## src/rtl/muldiv_iter.sv

```systemverilog
`default_nettype none
// ============================================================================
//  Module   : muldiv_iter
//  Purpose  : Iterative RISC-V M-extension unit (MUL/MULH/MULHSU/MULHU,
//             DIV/DIVU/REM/REMU) with a tagged valid/ready request/response
//             handshake, flush and response backpressure. One op in flight.
//             Multiply: radix-2 shift-add. Divide: restoring, 1 bit/cycle.
//  Options  : MULDIV_EARLY_OUT_EN - early exit for multiply once the remaining
//             multiplier bits are zero, and division skip when |rs1| < |rs2|.
//  Revision : 1.0 - initial release
// ============================================================================
module muldiv_iter #(
    parameter int XLEN  = 32,
    parameter int TAG_W = 5
) (
    input  logic             clk,
    input  logic             rstn,
    input  logic             flush,
    input  logic             req_valid,
    output logic             req_ready,
    input  logic [2:0]       req_op,
    input  logic [XLEN-1:0]  req_rs1,
    input  logic [XLEN-1:0]  req_rs2,
    input  logic [TAG_W-1:0] req_tag,
    output logic             resp_valid,
    input  logic             resp_ready,
    output logic [XLEN-1:0]  resp_result,
    output logic [TAG_W-1:0] resp_tag,
    output logic             busy
);

    localparam int CNT_W = $clog2(XLEN + 1);

    localparam logic [1:0] S_IDLE = 2'd0;
    localparam logic [1:0] S_CALC = 2'd1;
    localparam logic [1:0] S_FIX  = 2'd2;
    localparam logic [1:0] S_DONE = 2'd3;

    localparam logic [XLEN-1:0] MIN_VAL = {1'b1, {(XLEN-1){1'b0}}};

    logic [1:0]       state;
    logic [CNT_W-1:0] cnt;       // remaining CALC iterations
    logic [2:0]       op_q;
    logic [TAG_W-1:0] tag_q;
    logic             neg_q;     // negate product / quotient in FIX
    logic             neg_r;     // negate remainder in FIX
    logic [XLEN-1:0]  opnd;      // multiplicand (mul) or divisor (div), magnitude
    logic [XLEN-1:0]  hi;        // product high half / partial remainder
    logic [XLEN-1:0]  lo;        // multiplier+product low half / dividend+quotient

    // ------------------------------------------------------------------
    // Request decode: signedness, magnitudes and special-case detection
    // ------------------------------------------------------------------
    logic            is_div;
    logic            sgn1, sgn2;
    logic            neg1, neg2;
    logic [XLEN-1:0] abs1, abs2;
    logic            div_zero, div_ovf, special;
    logic [XLEN-1:0] special_val;

    // Decode the incoming request combinationally for use at the accept edge.
    always_comb begin
        is_div = req_op[2];
        if (is_div) begin
            sgn1 = ~req_op[0];
            sgn2 = ~req_op[0];
        end else begin
            sgn1 = (req_op[1:0] != 2'b11);
            sgn2 = ~req_op[1];
        end
        neg1 = sgn1 & req_rs1[XLEN-1];
        neg2 = sgn2 & req_rs2[XLEN-1];
        abs1 = neg1 ? (-req_rs1) : req_rs1;
        abs2 = neg2 ? (-req_rs2) : req_rs2;

        div_zero = is_div && (req_rs2 == '0);
        div_ovf  = is_div && !req_op[0] && (req_rs1 == MIN_VAL) && (req_rs2 == '1);
        special  = div_zero || div_ovf;

        if (div_zero) begin
            special_val = req_op[1] ? req_rs1 : '1;
        end else begin
            special_val = req_op[1] ? '0 : req_rs1;
        end
    end

`ifdef MULDIV_EARLY_OUT_EN
    logic div_skip;

    // A dividend smaller than the divisor needs no iterations at all.
    always_comb begin
        div_skip = is_div && (abs1 < abs2);
    end
`endif

    // ------------------------------------------------------------------
    // One iteration of the shift-add multiplier or restoring divider
    // ------------------------------------------------------------------
    logic [XLEN:0]   mul_sum;
    logic [XLEN:0]   div_shift;
    logic [XLEN:0]   div_diff;
    logic            div_ge;
    logic [XLEN-1:0] hi_nxt;
    logic [XLEN-1:0] lo_nxt;

    // Next accumulator contents for the current CALC cycle.
    always_comb begin
        mul_sum   = {1'b0, hi} + (lo[0] ? {1'b0, opnd} : '0);
        div_shift = {hi, lo[XLEN-1]};
        div_diff  = div_shift - {1'b0, opnd};
        div_ge    = ~div_diff[XLEN];
        if (op_q[2]) begin
            hi_nxt = div_ge ? div_diff[XLEN-1:0] : div_shift[XLEN-1:0];
            lo_nxt = {lo[XLEN-2:0], div_ge};
        end else begin
            hi_nxt = mul_sum[XLEN:1];
            lo_nxt = {mul_sum[0], lo[XLEN-1:1]};
        end
    end

`ifdef MULDIV_EARLY_OUT_EN
    logic [XLEN-1:0] mul_rest_mask;
    logic            mul_rest_zero;

    // The unconsumed multiplier bits sit in the low (cnt-1) bits of lo_nxt.
    always_comb begin
        mul_rest_mask = ~({XLEN{1'b1}} << (cnt - CNT_W'(1)));
        mul_rest_zero = ((lo_nxt & mul_rest_mask) == '0);
    end
`endif

    // ------------------------------------------------------------------
    // FIX: align, apply sign and select the architectural result
    // ------------------------------------------------------------------
    logic [2*XLEN-1:0] prod_full;
    logic [2*XLEN-1:0] prod_fix;
    logic [XLEN-1:0]   quo_fix;
    logic [XLEN-1:0]   rem_fix;
    logic [XLEN-1:0]   fix_result;

    // Final sign correction and result selection from the accumulator.
    always_comb begin
`ifdef MULDIV_EARLY_OUT_EN
        // An early exit leaves the product cnt positions too far left.
        prod_full = {hi, lo} >> cnt;
`else
        prod_full = {hi, lo};
`endif
        prod_fix = neg_q ? (-prod_full) : prod_full;
        quo_fix  = neg_q ? (-lo) : lo;
        rem_fix  = neg_r ? (-hi) : hi;
        case (op_q)
            3'b000:                fix_result = prod_fix[XLEN-1:0];
            3'b001, 3'b010, 3'b011: fix_result = prod_fix[2*XLEN-1:XLEN];
            3'b100, 3'b101:        fix_result = quo_fix;
            default:               fix_result = rem_fix;
        endcase
    end

    // ------------------------------------------------------------------
    // Control FSM, datapath registers and response registers
    // ------------------------------------------------------------------
    // Sequence IDLE -> CALC -> FIX -> DONE, with flush and special shortcuts.
    always_ff @(posedge clk) begin
        if (!rstn) begin
            state       <= S_IDLE;
            cnt         <= '0;
            op_q        <= '0;
            tag_q       <= '0;
            neg_q       <= 1'b0;
            neg_r       <= 1'b0;
            opnd        <= '0;
            hi          <= '0;
            lo          <= '0;
            resp_valid  <= 1'b0;
            resp_result <= '0;
            resp_tag    <= '0;
        end else begin
            case (state)
                S_IDLE: begin
                    if (req_valid && !flush) begin
                        op_q  <= req_op;
                        tag_q <= req_tag;
                        neg_q <= neg1 ^ neg2;
                        neg_r <= neg1;
                        cnt   <= CNT_W'(XLEN);
                        opnd  <= is_div ? abs2 : abs1;
                        hi    <= '0;
                        lo    <= is_div ? abs1 : abs2;
                        if (special) begin
                            state       <= S_DONE;
                            resp_valid  <= 1'b1;
                            resp_result <= special_val;
                            resp_tag    <= req_tag;
                        end
`ifdef MULDIV_EARLY_OUT_EN
                        else if (div_skip) begin
                            // Quotient 0, remainder |rs1|.
                            state <= S_FIX;
                            hi    <= abs1;
                            lo    <= '0;
                        end
`endif
                        else begin
                            state <= S_CALC;
                        end
                    end
                end
                S_CALC: begin
                    if (flush) begin
                        state <= S_IDLE;
                    end else begin
                        hi  <= hi_nxt;
                        lo  <= lo_nxt;
                        cnt <= cnt - CNT_W'(1);
                        if (cnt == CNT_W'(1)) begin
                            state <= S_FIX;
                        end
`ifdef MULDIV_EARLY_OUT_EN
                        else if (!op_q[2] && mul_rest_zero) begin
                            state <= S_FIX;
                        end
`endif
                    end
                end
                S_FIX: begin
                    if (flush) begin
                        state <= S_IDLE;
                    end else begin
                        state       <= S_DONE;
                        resp_valid  <= 1'b1;
                        resp_result <= fix_result;
                        resp_tag    <= tag_q;
                    end
                end
                default: begin
                    // DONE: hold the response until accepted or flushed.
                    if (flush || resp_ready) begin
                        state      <= S_IDLE;
                        resp_valid <= 1'b0;
                    end
                end
            endcase
        end
    end

    assign req_ready = (state == S_IDLE);
    assign busy      = (state != S_IDLE);

endmodule
`default_nettype wire

```

## config.mk

```make
export PLATFORM = sky130hd
export DESIGN_NAME = muldiv_iter
export DESIGN_NICKNAME = d
export VERILOG_FILES = /design/src/rtl/muldiv_iter.sv
export SDC_FILE = /design/constraint.sdc
export NUM_CORES = 1
export LEC_CHECK = 0
export CORE_ASPECT_RATIO = 1.25
export CORE_UTILIZATION = 25
export CTS_CLUSTER_DIAMETER = 120
export DETAILED_ROUTE_END_ITERATION = 10
export SETUP_SLACK_MARGIN = 0.02
export SLEW_MARGIN = 20
export SYNTH_ARGS = -nofsm -noshare
export SYNTH_HDL_FRONTEND = slang
export SYNTH_SLANG_ARGS = --single-unit
```

## constraint.sdc

```tcl
create_clock -name clk -period 5.1 [get_ports clk]
set_input_delay 0.765 -clock clk [delete_from_list [all_inputs] [get_ports clk]]
set_output_delay 0.765 -clock clk [all_outputs]
set_load 0.03 [all_outputs]
```

Word level (Yosys, flattened, before mapping)
Index checks and enable logic that the tools add are counted.

Add/subtract/negate cells: 8. Eq/ne operators: 16. Multiplexer cells: 46. Bitwise logic cells: 7. Reduce and logical (&&, ||, !) cells: 24.

Operators by type and width (count): $mux 32 (20); $pmux 32 s2 (3); $neg 32->32 (4); $pmux 32 s3 (1); $eq 32x32->1 const B (2); $mux 64 (1); $neg 64->64 (1); $add 32x32->33 (1); $sub 33x32->33 (1); $logic_not 32->1 (1); $mux 5 (3); $mux 2 (6); $mux 6 (2); $pmux 6 s2 (1); $pmux 5 s2 (1); $eq 3x2->1 const B (2); $eq 3x3->1 const B (2); $eq 6x1->1 const B (1); $mux 1 (6); $ne 2x2->1 const B (3); $pmux 2 s3 (1); $reduce_and 3->1 (2); $reduce_bool 2->1 (3); $sub 6x1->6 const B (1); 21 further kinds (32).

Flip-flop bits (word level): 152. Input bits: 77. Output and inout bits: 40. Logic and storage cells: 113.

Longest topological paths before layout
Depth in word-level cells: 8. Depth in mapped cells: 15. Gate-level depth less buffers: 13.

Worst setup path before layout
Ideal clock, no wire load.

Path type: flip-flop to flip-flop. Start point: register lo[0]. End point: register hi[29]. Library setup time: 0.087 ns. Data arrival time: 3.197 ns. Data required time: 5.013 ns. Slack: 1.816 ns. Cell stages (with the launch flop): 15. Buffers on the path: 2. Clock period less this slack: 3.284 ns. Cell sequence: dfxtp_1 -> clkbuf_1 -> inv_1 -> clkbuf_1 -> nor2_1 -> ha_1 -> and3_1 -> a221oi_1 -> o21ai_0 -> a32o_1 -> a211oi_1 -> o32ai_1 -> mux2i_1 -> a211o_1 -> o31ai_1.

Longest elaborated chain between the ends: 5.

Ends and longest elaborated chain: start: declaration (RTL line 49) `logic [XLEN-1:0] lo;`; start signal: assignment (RTL line 189) `lo <= is_div ? abs1 : abs2;`; start signal: assignment (RTL line 214) `lo <= lo_nxt;`; $mux 32 (RTL line 108) `mul_sum = {1'b0, hi} + (lo[0] ? {1'b0, opnd} : '0);`; $add 32x32->33 (RTL line 108); $mux 32 (RTL line 112) `if (op_q[2]) begin`; $mux 32 (RTL line 210) `if (flush) begin`; $pmux 32 s2 (RTL line 179) `case (state)`; end signal: assignment (RTL line 213) `hi <= hi_nxt;`; end: declaration (RTL line 48) `logic [XLEN-1:0] hi;`.

No other way between the ends. The select of a mux whose other input is x is not followed. A chain may end at the register's enable or synchronous reset.

Worst setup path after layout
Start point: input port req_rs2[6]. End point: register resp_result[0].

Longest elaborated chain between the ends: 6. Elaborated cells between the ends (all ways): 11.

Ends and longest elaborated chain: start: declaration (RTL line 23) `input logic [XLEN-1:0] req_rs2,`; $logic_not 32->1 (RTL line 76) `div_zero = is_div && (req_rs2 == '0);`; $logic_and 1x1->1 (RTL line 76); $mux 32 (RTL line 80) `if (div_zero) begin`; $mux 32 (RTL line 190) `if (special) begin`; $mux 32 (RTL line 181) `if (req_valid && !flush) begin`; $pmux 32 s2 (RTL line 179); end signal: assignment (RTL line 193) `resp_result <= special_val;`; end signal: assignment (RTL line 232) `resp_result <= fix_result;`; end: declaration (RTL line 27) `output logic [XLEN-1:0] resp_result,`.

Parallel ways exist; a longest one is shown, timed or not. The select of a mux whose other input is x is not followed.

==> flow_summary.ini <==
[outcome]
status = finished clean

[sta]
finalSetupViolCount = 0
hold_viol = 0
fin_crit_sh = 0.776
rsz0062_at_grt = no
setup_tns_ns = 0
fin_ws_ns = 1.14
max_clock_freq_mhz = 253
slew_headroom = 0.267
worst_pin_slew_ns = 1.10
period_needed_ns = 3.96
slew_violations = 0
clock_skew_ns = 0.0202

[power_and_ir_drop]
power_leakage_nw = 6.66
peakVddDrop_mv = 0.216
pwr_density_cell_nw_per_um2 = 257

[worst_setup_path]
critPathRequiredTime_ns = 5.50
worst-endpoint-arrival_ns = 4.35
r2r_setup_slack_ns = 1.15
critPathMaxStageDelay_ns = 0.62
endpoint_kind = flip-flop
cp_max_fo = 42
cp_cell_sequence = clkdlybuf4s50_1, or4_1, nor4_1, nand4_2, nor4b_4, buf_4, maj3_1, o21ai_0, a21oi_1
path_class = input pin to flip-flop
cp-start-kind = input pin
crit_family = simple AND/OR/NAND/NOR gates
crit_slowest_cell = or4_1
worst-path-buf-inv = 2

[route]
vias = 16987
ant_nets = 0
wl_per_cell_um = 21.4
drc = 0
routed_wl_um = 65300
dr.pass1.iters = 5
drtIter0Drc = 1524
vias_per_cell = 5.56

[global_route]
grt_util_all_layers = 0.203
grt_overflow = 0
grt_pass1_wl_um = 98200
grt_pass1_vias = 15803
antenna_found_initial = 0
grt_max_degree = 59

[finish]
final_util = 0.297
syn2layout_area_growth_pct = 16.6
num-fill-cells = 6746
multi_input_comb_area_um2 = 11600
regArea_um2 = 3050
num_antenna_cells = 0
nets = 2370
drive_gt1_frac = 0.0704

[clocking]
cts-hold-fix-buffers = 0
htreeDepth = 4
clk_pin_slew_ns = 0.07
clock_latency_ns = 0.48
cts_setup_buffers = 0
root_buffer = clkbuf_16
tritoncts = done
ctsResizeCount = 0
cts_sinks = 152
cts_made_buffers = 17
cts_max_path_buffers = 2

[job]
cap_viol_max_count = 0

[synthesis]
synth.avg_cell_area_um2 = 7.12
async_reset_ff_frac = 0
syn_area_um2 = 15600
synth_cells = 2189
ys_types = 89
synth-seq-cells = 152
synth-seq-area-share = 0.195
synth_nets = 2343
yosys_warnings = 0
synth_edf_count = 0
yosys_most_used_dff = dfxtp_1

[floorplan]
die-area_um2 = 63300
start_util = 0.255
die_height_um = 281
core_um2 = 61200
ioPinCount = 117
rows = 101
die_w_um = 225

[hold_path]
hp-class = flip-flop to flip-flop

[placed_design]
io_buffers = 116
hpwl_um = 50900
place_ws_ns = 0.709
place_congestion = 1.00
==> registers in the layout, indices dropped and copies added (netlist names) <==
name	cells
resp_valid	1
state	2
tag_q	5
neg_r	1
opnd	32
resp_tag	5
lo	32
cnt	6
resp_result	32
hi	32
neg_q	1
op_q	3
==> path summary, 6_finish.rpt <==
| check | startpoint | endpoint | cells past startpoint |
|---|---|---|---|
| setup / recovery | req_rs2[6] | resp_result[0] | 9 |
| hold / removal | tag_q[1] | tag_q[1] | 2 |
| setup reg to reg | lo[0] | resp_result[4] | 9 |
| hold reg to reg | tag_q[1] | tag_q[1] | 2 |
==> tightest hold or removal path, stage by stage, from the launching register on <==
cell and delay, ns:
dfxtp_1 0.31, nand2_1 0.05, a21oi_1 0.05
==> cells by family after synthesis <==
family	after synthesis	share of synthesized area
mux	71	0.0479
fa+ha+maj	99	0.0770
simple gates	726	0.221
compound gates	721	0.297
xor+xnor	180	0.101
buf+inv	240	0.0600
flops	152	0.195
==> synthesized netlist by cell type (all sizes together), types with 17 or more instances <==
library cell	count	area, um^2
o211ai	65	488
o21ai	167	836
ha	75	938
mux2i	43	430
a21oi	198	991
o31ai	29	223
nand3	48	240
inv	74	278
nor3	54	280
a21o	33	248
and2	18	113
nor2	205	772
xor2	78	683
maj3	22	220
o41ai	17	164
nand4	22	144
mux2	28	315
o221ai	20	175
nand2	244	918
or3	19	119
buf	24	124
or4	21	165
a22oi	25	188
nor4	24	171
a31oi	29	181
dfxtp	152	3040
a211oi	33	248
clkbuf	140	526
xnor2	102	893
==> layout by cell type, fill, tap and decap left out, types with 72 or more instances in the layout <==
cell type	count
inv_1	72
clkdlybuf4s50_1	114
xor2_1	78
nor2_1	202
dfxtp_1	150
nand2_1	243
a21oi_1	197
xnor2_1	102
ha_1	74
o21ai_0	131
==> where the power goes <==
group	internal [W]	total, W	switching (W)
clock	0.000708	0.00133	0.000626
combinational	0.000695	0.00191	0.00122
sequential	0.00128	0.00142	0.000142
==> per-stage QoR <==
step	cells	instance area, um^2	total power, W	hold slack, ns
finish	3053	18200	0.00466	0.453
global route	3053	18200	0.00487	0.468
CTS	3053	18200	0.00464	0.454
global placement	3020	17600	0.00331	0.440
detailed placement	3021	17600	0.00331	0.446
floorplan	2189	15600	0.00268	0.432
==> layer usage <==
metal / share of wire / up-vias / wire, um / global-route usage
met5: 0 / - / 0 / 0
met4: 0.071 / 0 / 4640 / 0.135
met3: 0.067 / 201 / 4370 / 0.0324
met2: 0.48 / 778 / 31100 / 0.345
met1: 0.38 / 7941 / 25100 / 0.235
li1: - / 8067 / - / -
==> area by class of cell <==
cell class / instances / area share
Tap cell: 824 / 0.0568
Timing Repair Buffer: 172 / 0.0872
Clock inverter: 14 / 0.00841
Sequential cell: 152 / 0.168
Clock buffer: 18 / 0.0242
Inverter: 76 / 0.0157
Multi-Input combinational cell: 1797 / 0.640
Note: power is estimated with default switching activity, not from simulation.
==> patch (same flow settings) <==
Change the parameter `XLEN` from 32 to 16.
--- a/src/rtl/muldiv_iter.sv
+++ b/src/rtl/muldiv_iter.sv
@@ -11,5 +11,5 @@
 // ============================================================================
 module muldiv_iter #(
-    parameter int XLEN  = 32,
+    parameter int XLEN  = 16,
     parameter int TAG_W = 5
 ) (
Interface: changed (resized req_rs1, req_rs2 and resp_result); port bits go from 117 to 69. The function was not compared with the original's and may differ.
==> patch against the original RTL <==
  * Largest power group unchanged
  * The flow now finishes with violations (DRC)
  * Non-clock buffer count decreased by 86
  * Setup slack better by 0.31 ns
  * Cell count fell by 49%
  * Sequential cell count decreased by 65
  * Combinational power is 34% lower
  * Sequential share of layout area up 1.5 points
  * Area after synthesis down 47%
  * Highest routed layer unchanged
  * Wire length down 57%
  * Design area shrank 47%
  * Hold slack better by 0.0019 ns
  * Total power down 40%
==> patch: results (changes against the original RTL) <==
| Metric | Value |
|---|---|
| Worst r2r dst | hi[15] |
| Final WL | 27.8 mm (-57%) |
| Outcome | finished, violations left |
| Pin count of the biggest net entering global routing | 54 (-8.5%) |
| Unique masters post-synth | 83 (-6.7%) |
| Share of layout cells above drive strength 1 | 0.0720 (+0.00161) |
| Slowest stage delay, CP | 0.56 ns (-0.06 ns) |
| Maximum vdd drop | 0.164 mV (-24%) |
| First-pass GRT wire length | 43.9 mm (-55%) |
| Leakage | 3.55 nW (-47%) |
| CP Max Fanout | 17 (-60%) |
| Drt first pass iters | 8 (+3) |
| WP data arrival | 3.89 ns (-0.46 ns) |
| Post-synthesis sequential area ratio | 0.210 (+0.0150) |
| GPL Wtd Cong | 0.890 (-11%) |
| Worst hold start | tag_q[0] |
| Synth top area cells | dfxtp_1, a21oi_1, ha_1, nor2_1, o21ai_0 |
| Total track usage | 0.167 (-0.0362) |
| Number of inserted diodes | 0 (unchanged) |
| Fin Clk Skew | 0.0114 ns (-0.00880 ns) |
| CP max-delay cell | clkinv_1 |
| Vias/cell | 5.28 (-5.1%) |
| FILL cells | 3589 (-47%) |
| Placed cells | 1554 (-49%) |
| Post-DR wirelength/cell | 17.7 um (-17%) |
| Synth Area per Inst | 7.36 um2 (+3.4%) |
| Dpl hpwl | 21.2 mm (-58%) |
| Largest delay share family, worst path | compound AO/OA/AOI/OAI gates |
| H-tree Lvls | 3 (-1) |
| DR iter-0 viols | 520 (-66%) |
| Reg-to-reg setup timing slack | 1.46 ns (+0.31 ns) |
| Clock Latency Late Sink | 0.36 ns (-0.12 ns) |
| Commonest cells post-synth | nor2_1, a21oi_1, nand2_1 |
| IO Port Bufs | 68 (-41%) |
| Failing checks | DRC |
| Initial antenna violation count | 0 (unchanged) |
| # DRC | 1 (+1) |
| R2R depth | 11 (+2) |
| Hold Worst Slack | 0.455 ns (+0.00187 ns) |
| Final nets | 1237 (-48%) |
| CTS buffer count | 9 (-8) |
| Slew headroom | 0.353 (+0.0865) |
| Vias in the first global route | 7779 (-51%) |
## patch: cell types whose count changed in the layout (fill, tap and decap cells not counted), sizes merged, moves of 34 or more
cell | unedited run | this run
inv | 84 | 50
xnor2 | 102 | 46
buf | 58 | 18
xor2 | 78 | 38
dfxtp | 152 | 87
nor2 | 205 | 129
nand2 | 244 | 105
a21oi | 198 | 112
nor3 | 54 | 18
o21ai | 167 | 96
clkdlybuf4s50 | 114 | 68
o211ai | 65 | 12
## patch: cell families after synthesis
family,after synthesis,share of synthesized area
xor gates and xnor gates,84,0.0888
adders and majority gates,45,0.0698
AOI/OAI and AO/OA,385,0.301
and+or+nand+nor,353,0.204
DFF,87,0.210
buffers and inverters,126,0.0691
muxes,45,0.0571
## patch: report_power, final
part | total [W] | switching [W] | internal, W
Combinational | 0.00126 | 0.000764 | 0.000491
Clock | 0.000712 | 0.000314 | 0.000398
Sequential | 0.000847 | 0.000101 | 0.000746
Total | 0.00281 | 0.00118 | 0.00164
## patch: stage by stage
stage               setup slack [ns]  area [um2]  utilization
finish                          1.46        9550        0.292
global route                    1.14        9550        0.292
CTS                             1.44        9550        0.292
detailed placement              1.07        9240        0.283
global placement                1.19        9240        0.283
floorplan                       2.27        8280            -
## patch: cell type report
type                    count  area, um2  area share
clock inverters             5       63.8     0.00668
clock buffers              11        243      0.0254
well taps                 418        523      0.0548
multi-input cells         912       5970       0.625
flip-flops and latches     87       1740       0.182
repair buffers             86        816      0.0854
inverters                  51        191      0.0200
## patch: worst max path at each step
stage	from	to	cells past startpoint
global route	lo[0]	hi[13]	11
detailed placement	req_rs1[0]	resp_result[13]	11
global placement	req_rs1[0]	resp_result[13]	11
floorplan	lo[0]	hi[10]	12
CTS	req_rs1[0]	resp_result[13]	11
finish	lo[0]	hi[15]	11
## patch: metal layers
metal	part of all wire	global-route usage	up-vias
met1	0.44	0.212	3851
met5	0	0	-
met2	0.49	0.287	269
met4	0.033	0.0704	0
met3	0.035	0.0141	52
li1	-	-	4121
## patch: tightest hold or removal path, delay by kind of cell, from the launching register on
family	cells	cell delay, ns
DFF	1	0.31
and+or+nand+nor	1	0.05
AOI/OAI and AO/OA	1	0.05
